<file path="config.mk">
export PLATFORM = sky130hd
export DESIGN_NAME = countdown16
export DESIGN_NICKNAME = d
export VERILOG_FILES = /design/src/rtl/countdown16_pkg.sv /design/src/rtl/countdown16_dec16.sv /design/src/rtl/countdown16.sv
export SDC_FILE = /design/constraint.sdc
export NUM_CORES = 1
export LEC_CHECK = 0
export ABC_AREA = 1
export CORE_MARGIN = 5
export CORE_UTILIZATION = 51
export CTS_CLUSTER_SIZE = 24
export DETAILED_ROUTE_END_ITERATION = 8
export PLACE_DENSITY = 0.84
export SYNTH_ARGS = -nofsm -noshare
export SYNTH_HDL_FRONTEND = slang
export SYNTH_SLANG_ARGS = --single-unit
</file>
<file path="constraint.sdc">
create_clock -name clk -period 7.4 [get_ports clk]
set_input_delay 1.48 -clock clk [delete_from_list [all_inputs] [get_ports clk]]
set_output_delay 1.48 -clock clk [all_outputs]
set_load 0.03 [all_outputs]
</file>
<file path="src/rtl/countdown16_pkg.sv">
// Shared types and constants for the countdown16 timer.
package countdown16_pkg;

    // Native word width of the Hack datapath.
    localparam int unsigned HackWord = 16;

    // Encoding is fixed so the illegal pattern 2'b11 is well defined.
    typedef enum logic [1:0] {
        StIdle = 2'b00,
        StRun  = 2'b01,
        StDone = 2'b10
    } state_e;

endpackage

</file>
<file path="src/rtl/countdown16_dec16.sv">
// Purely combinational decrementer (y = a - 1, modulo 2^Width), built as a
// ripple borrow chain mirroring the Hack inc16.
module countdown16_dec16
    import countdown16_pkg::*;
#(
    parameter int unsigned Width = HackWord
) (
    input  logic [Width-1:0] a,
    output logic [Width-1:0] y
);

    logic [Width:0] borrow;

    // Borrow enters at bit 0 and ripples while bits are zero.
    always_comb begin
        borrow    = '0;
        borrow[0] = 1'b1;
        y         = '0;
        for (int i = 0; i < int'(Width); i++) begin
            y[i]        = a[i] ^ borrow[i];
            borrow[i+1] = ~a[i] & borrow[i];
        end
    end

endmodule

</file>
<file path="src/rtl/countdown16.sv">
// Loadable down-counter/timer: counts a loaded value to zero, then raises
// done. With AUTO_RELOAD set it reruns from the last loaded value, forming a
// periodic tick source.
module countdown16
    import countdown16_pkg::*;
#(
    parameter int unsigned WIDTH       = HackWord,
    parameter bit          AUTO_RELOAD = 1'b0
) (
    input  logic             clk,
    input  logic             rst_n,
    input  logic             load,
    input  logic [WIDTH-1:0] load_val,
    input  logic             start,
    input  logic             hold,
    output logic [WIDTH-1:0] count,
    output logic             busy,
    output logic             done
);

    state_e           state_q;
    logic [WIDTH-1:0] reload_q;
    logic [WIDTH-1:0] count_dec;

    countdown16_dec16 #(
        .Width (WIDTH)
    ) u_dec (
        .a (count),
        .y (count_dec)
    );

    // Single FSM: load overrides everything; busy/done track the next state.
    always_ff @(posedge clk or negedge rst_n) begin
        if (!rst_n) begin
            state_q  <= StIdle;
            count    <= '0;
            reload_q <= '0;
            busy     <= 1'b0;
            done     <= 1'b0;
        end else if (load) begin
            count    <= load_val;
            reload_q <= load_val;
            state_q  <= StIdle;
            busy     <= 1'b0;
            done     <= 1'b0;
        end else begin
            case (state_q)
                StIdle: begin
                    if (start) begin
                        if (count != '0) begin
                            state_q <= StRun;
                            busy    <= 1'b1;
                        end else begin
                            state_q <= StDone;
                            done    <= 1'b1;
                        end
                    end
                end
                StRun: begin
                    if (!hold) begin
                        count <= count_dec;
                        // Reaching zero on this edge ends the run.
                        if (count == WIDTH'(1)) begin
                            state_q <= StDone;
                            busy    <= 1'b0;
                            done    <= 1'b1;
                        end
                    end
                end
                StDone: begin
                    if (!AUTO_RELOAD) begin
                        state_q <= StIdle;
                        done    <= 1'b0;
                    end else begin
                        count <= reload_q;
                        // A zero reload value parks in DONE with done held high.
                        if (reload_q != '0) begin
                            state_q <= StRun;
                            busy    <= 1'b1;
                            done    <= 1'b0;
                        end
                    end
                end
                default: begin
                    state_q <= StIdle;
                    busy    <= 1'b0;
                    done    <= 1'b0;
                end
            endcase
        end
    end

endmodule

</file>
==> metrics.md <==
| Metric | Value |
|---|---|
| Crit-path most repeated cell | ha_1 |
| Synth Area in XOR/XNOR | 0.632% |
| Crit-path max cell delay | 0.40 ns |
| Worst setup SP type | flop |
| Die ar. | 3860 µm² |
| Final net count | 226 |
| Non-Filler Instances | 219 |
| Maximum VDD drop | 216 µV |
| Power Density | 316 nW/µm² |
| Placement row count | 19 |
| Worst hold path type | reg -> reg |
| Worst Max-Slew Pin Slew | 0.944 ns |
| Num CTS Buffers | 3 |
| DPL Wire Length | 2290 µm |
| Slowest cell on the critical path | dfrtp_1 |
| Max-cap violation count | 0 |
| R2R cell count | 19 |
| H-tree levels | 1 |
| Placed cell areas | 1740 µm² |
| Drt initial violations | 17 |
| Max-slew headroom | 36.8% |
| Layout cell share with drive strength beyond 1 | 14.4% |
| Met2 Resource Use GR | 28.8% |
| Post-Route WL | 2940 µm |
| Number of port buffers | 38 |
| Place WS | 3.89 ns |
| Detail Route Antenna Nets | 0 |
| Status | completed |
| Power, Total | 0.000557 W |
| Required time of the critical path | 7.65 ns |
| Die height | 62.1 µm |
| Setup tns final | 0 ns |
| Syn nets | 190 |
| Adder-cell share of the synthesized area | 13.5% |
| Root Buffer | clkbuf_4 |
| Final Slew Violations | 0 |
| Largest family of logic cells by synthesized area | compound AO/OA/AOI/OAI gates |
| DRT Pass-1 Iters | 4 |
| Die width | 62.1 µm |
| Clock buffer depth | 2 |
| Initial Util | 51.6% |
| Fillers | 241 |
| Remaining Overflow, GRT | 0 |
| Synth Register Bits | 20 |
| RSZ-0062 raised after global routing | false |
| Core ar. | 2690 µm² |
| CTS Hold Bufs | 0 |
| Setup Fix Bufs, Post-CTS | 0 |
| CP endpoint kind | flop |
| Synth Cell Area | 1390 µm² |
| Leakage | 0.833 nW |
| Synth Area in Compound Gates | 22.0% |
| YS warnings | 0 |
| Pin count of the biggest net entering global routing | 33 |
| Met3 Use GR | 1.80% |
| Post-route DRC | 0 |
| Worst reg2reg endpoint | count[15]$_DFFE_PN0P_ |
| GR peak layer | met2 |
| Clock latency on the worst-skew pair | 0.30 ns |
| Worst setup margin | 3.86 ns |
| Synthesized area per cell | 9.00 µm² |
| Highest clock rate | 282 MHz |
| Worst path cell trace | inv_1 > ha_1 > ha_1 > ha_1 > ha_1 > ha_1 > ha_1 > ha_1 > ha_1 > ha_1 > ha_1 > ha_1 > ha_1 > ha_1 > ha_1 > xnor2_1 > o211ai_1 > o21ai_0 > inv_1 |
| Clk slew on worst S/H paths | 0.11 ns |
| First-pass GRT wire length | 5130 µm |
| Number of global-route vias before repair | 1138 |
| Initial antenna violation count | 0 |
| Dpl cells | 216 |
| Number of distinct library cells after synthesis | 22 |
| Final Setup Violations | 0 |
| Number of antenna diodes | 0 |
| Routing usage on met1 | 19.1% |
| Min-delay src | busy$_DFFE_PN0P_ |
| Final Skew | 0.00135 ns |
| WL/cell | 13.4 µm |
| Critical setup path kind | reg -> reg |
| Hold depth | 2 |
| Vias | 1119 |
| Mux share of post-synthesis cell area | 0% |
| Tot GR Track Use | 15.8% |
| Sequential share of the synthesized area | 36.1% |
| Crit-path max FO | 4 |
| Worst path arrival time | 3.79 ns |
| Layout Area Growth over Synthesis | 26.9% |
| Cells after synthesis | 154 |
| Fraction of the mapped netlist area in simple logic gates | 17.1% |
| Fin crit share | 47.9% |
| Worst reg2reg startpoint | count[0]$_DFFE_PN0P_ |
| Hold EP | busy$_DFFE_PN0P_ |
| Ports | 39 |
| Gpl congestion | 0.793 |
| Final Hold Viols | 0 |
| Multi-input combinational cell area | 738 µm² |
| CTS tree | done |
| Clock sink total | 20 |
| Flip-flop and latch area | 500 µm² |
| DR vias/cell | 5.11 |
| Fin crit period | 3.54 ns |
| Post-cts resize count | 0 |
| Final Cell Area | 1760 µm² |
| R2R setup slack | 3.86 ns |
-- cell usage in the layout (no fill, tap or decap) --
master / instances
clkdlybuf4s50_1: 38
nand2_1: 32
inv_1: 20
dfrtp_1: 20
ha_1: 15
o21ai_1: 14
o211ai_2: 13
nor2_1: 12
nand2_2: 4
o21ai_0: 3
clkbuf_4: 3
nor2_4: 2
nor2_2: 2
a21oi_1: 2
o211ai_1: 2
inv_2: 1
o21ai_4: 1
a21oi_4: 1
nand3_1: 1
and3_1: 1
xnor2_1: 1
-- power by group --
group / total, W / switching, W / internal [W]
Sequential: 0.000182 / 0.0000335 / 0.000149
Combinational: 0.000322 / 0.000190 / 0.000132
Clock: 0.0000528 / 0.0000339 / 0.0000190
-- cells in the mapped netlist --
| master | n | share of area, % |
|---|---|---|
| o211ai_2 | 13 | 12 |
| and3_1 | 1 | 0.45 |
| ha_1 | 15 | 14 |
| inv_1 | 20 | 5.4 |
| buf_6 | 5 | 4.1 |
| nor2_2 | 2 | 0.90 |
| buf_2 | 1 | 0.36 |
| nand2_2 | 4 | 1.8 |
| a21oi_4 | 1 | 1.2 |
| a21oi_1 | 2 | 0.72 |
| o21ai_0 | 3 | 1.1 |
| inv_2 | 1 | 0.27 |
| nand3_1 | 1 | 0.36 |
| xnor2_1 | 1 | 0.63 |
| buf_4 | 1 | 0.54 |
| o211ai_1 | 2 | 1.1 |
| nor2_4 | 2 | 1.6 |
| nand2_1 | 32 | 8.7 |
| o21ai_4 | 1 | 1.2 |
| nor2_1 | 12 | 3.2 |
| o21ai_1 | 14 | 5.1 |
| dfrtp_1 | 20 | 36 |
-- worst max-delay path: cells and delay by family (launching register included) --
family | cells | cell delay [ns]
adders and majority gates | 14 | 2.58
xor gates and xnor gates | 1 | 0.12
buffers and inverters | 2 | 0.15
AOI/OAI and AO/OA | 2 | 0.25
DFF | 1 | 0.40
-- sequential cells by signal, summed over array words and instances (netlist names) --
name and count:
busy 1, count 16, done 1, state_q 2
-- per-layer routing --
| metal | share of wire, % | vias to the layer above | wire length [µm] |
|---|---|---|---|
| met1 | 45 | 522 | 1310 |
| met3 | 3.0 | 2 | 88 |
| met4 | 0.92 | 0 | 27 |
| met5 | 0 | - | 0 |
| li1 | - | 576 | - |
| met2 | 51 | 19 | 1510 |
-- worst max-delay path by stage --
| stage | to | startpoint | cells past startpoint |
|---|---|---|---|
| floorplan | count[15]$_DFFE_PN0P_ | count[0]$_DFFE_PN0P_ | 19 |
| global placement | count[15]$_DFFE_PN0P_ | count[0]$_DFFE_PN0P_ | 19 |
| detailed placement | count[15]$_DFFE_PN0P_ | count[0]$_DFFE_PN0P_ | 19 |
| CTS | count[15]$_DFFE_PN0P_ | count[0]$_DFFE_PN0P_ | 19 |
| global route | count[15]$_DFFE_PN0P_ | count[0]$_DFFE_PN0P_ | 19 |
| finish | count[15]$_DFFE_PN0P_ | count[0]$_DFFE_PN0P_ | 19 |
-- cell type report --
cell class | count | area share, %
clock buffers | 3 | 1.28
inverters | 21 | 4.48
multi-input cells | 106 | 42.0
flip-flops and latches | 20 | 28.4
well taps | 31 | 2.20
repair buffers | 38 | 21.6
-- stage by stage --
step / util [%] / hold slack, ns
after CTS: 65.5 / 0.486
after global routing: 65.5 / 0.524
final: 65.5 / 0.482
after detailed placement: 64.6 / 0.457
after floorplan: - / 0.537
after global placement: 64.6 / 0.454
-- kinds of logic (layout without fill, tap and decap cells) --
group           Yosys count  count (layout)
flops                    20              20
compound gates           36              36
xor+xnor                  1               1
simple gates             54              54
fa+ha+maj                15              15
buf+inv                  28              62
(Power assumes the default switching activity.)
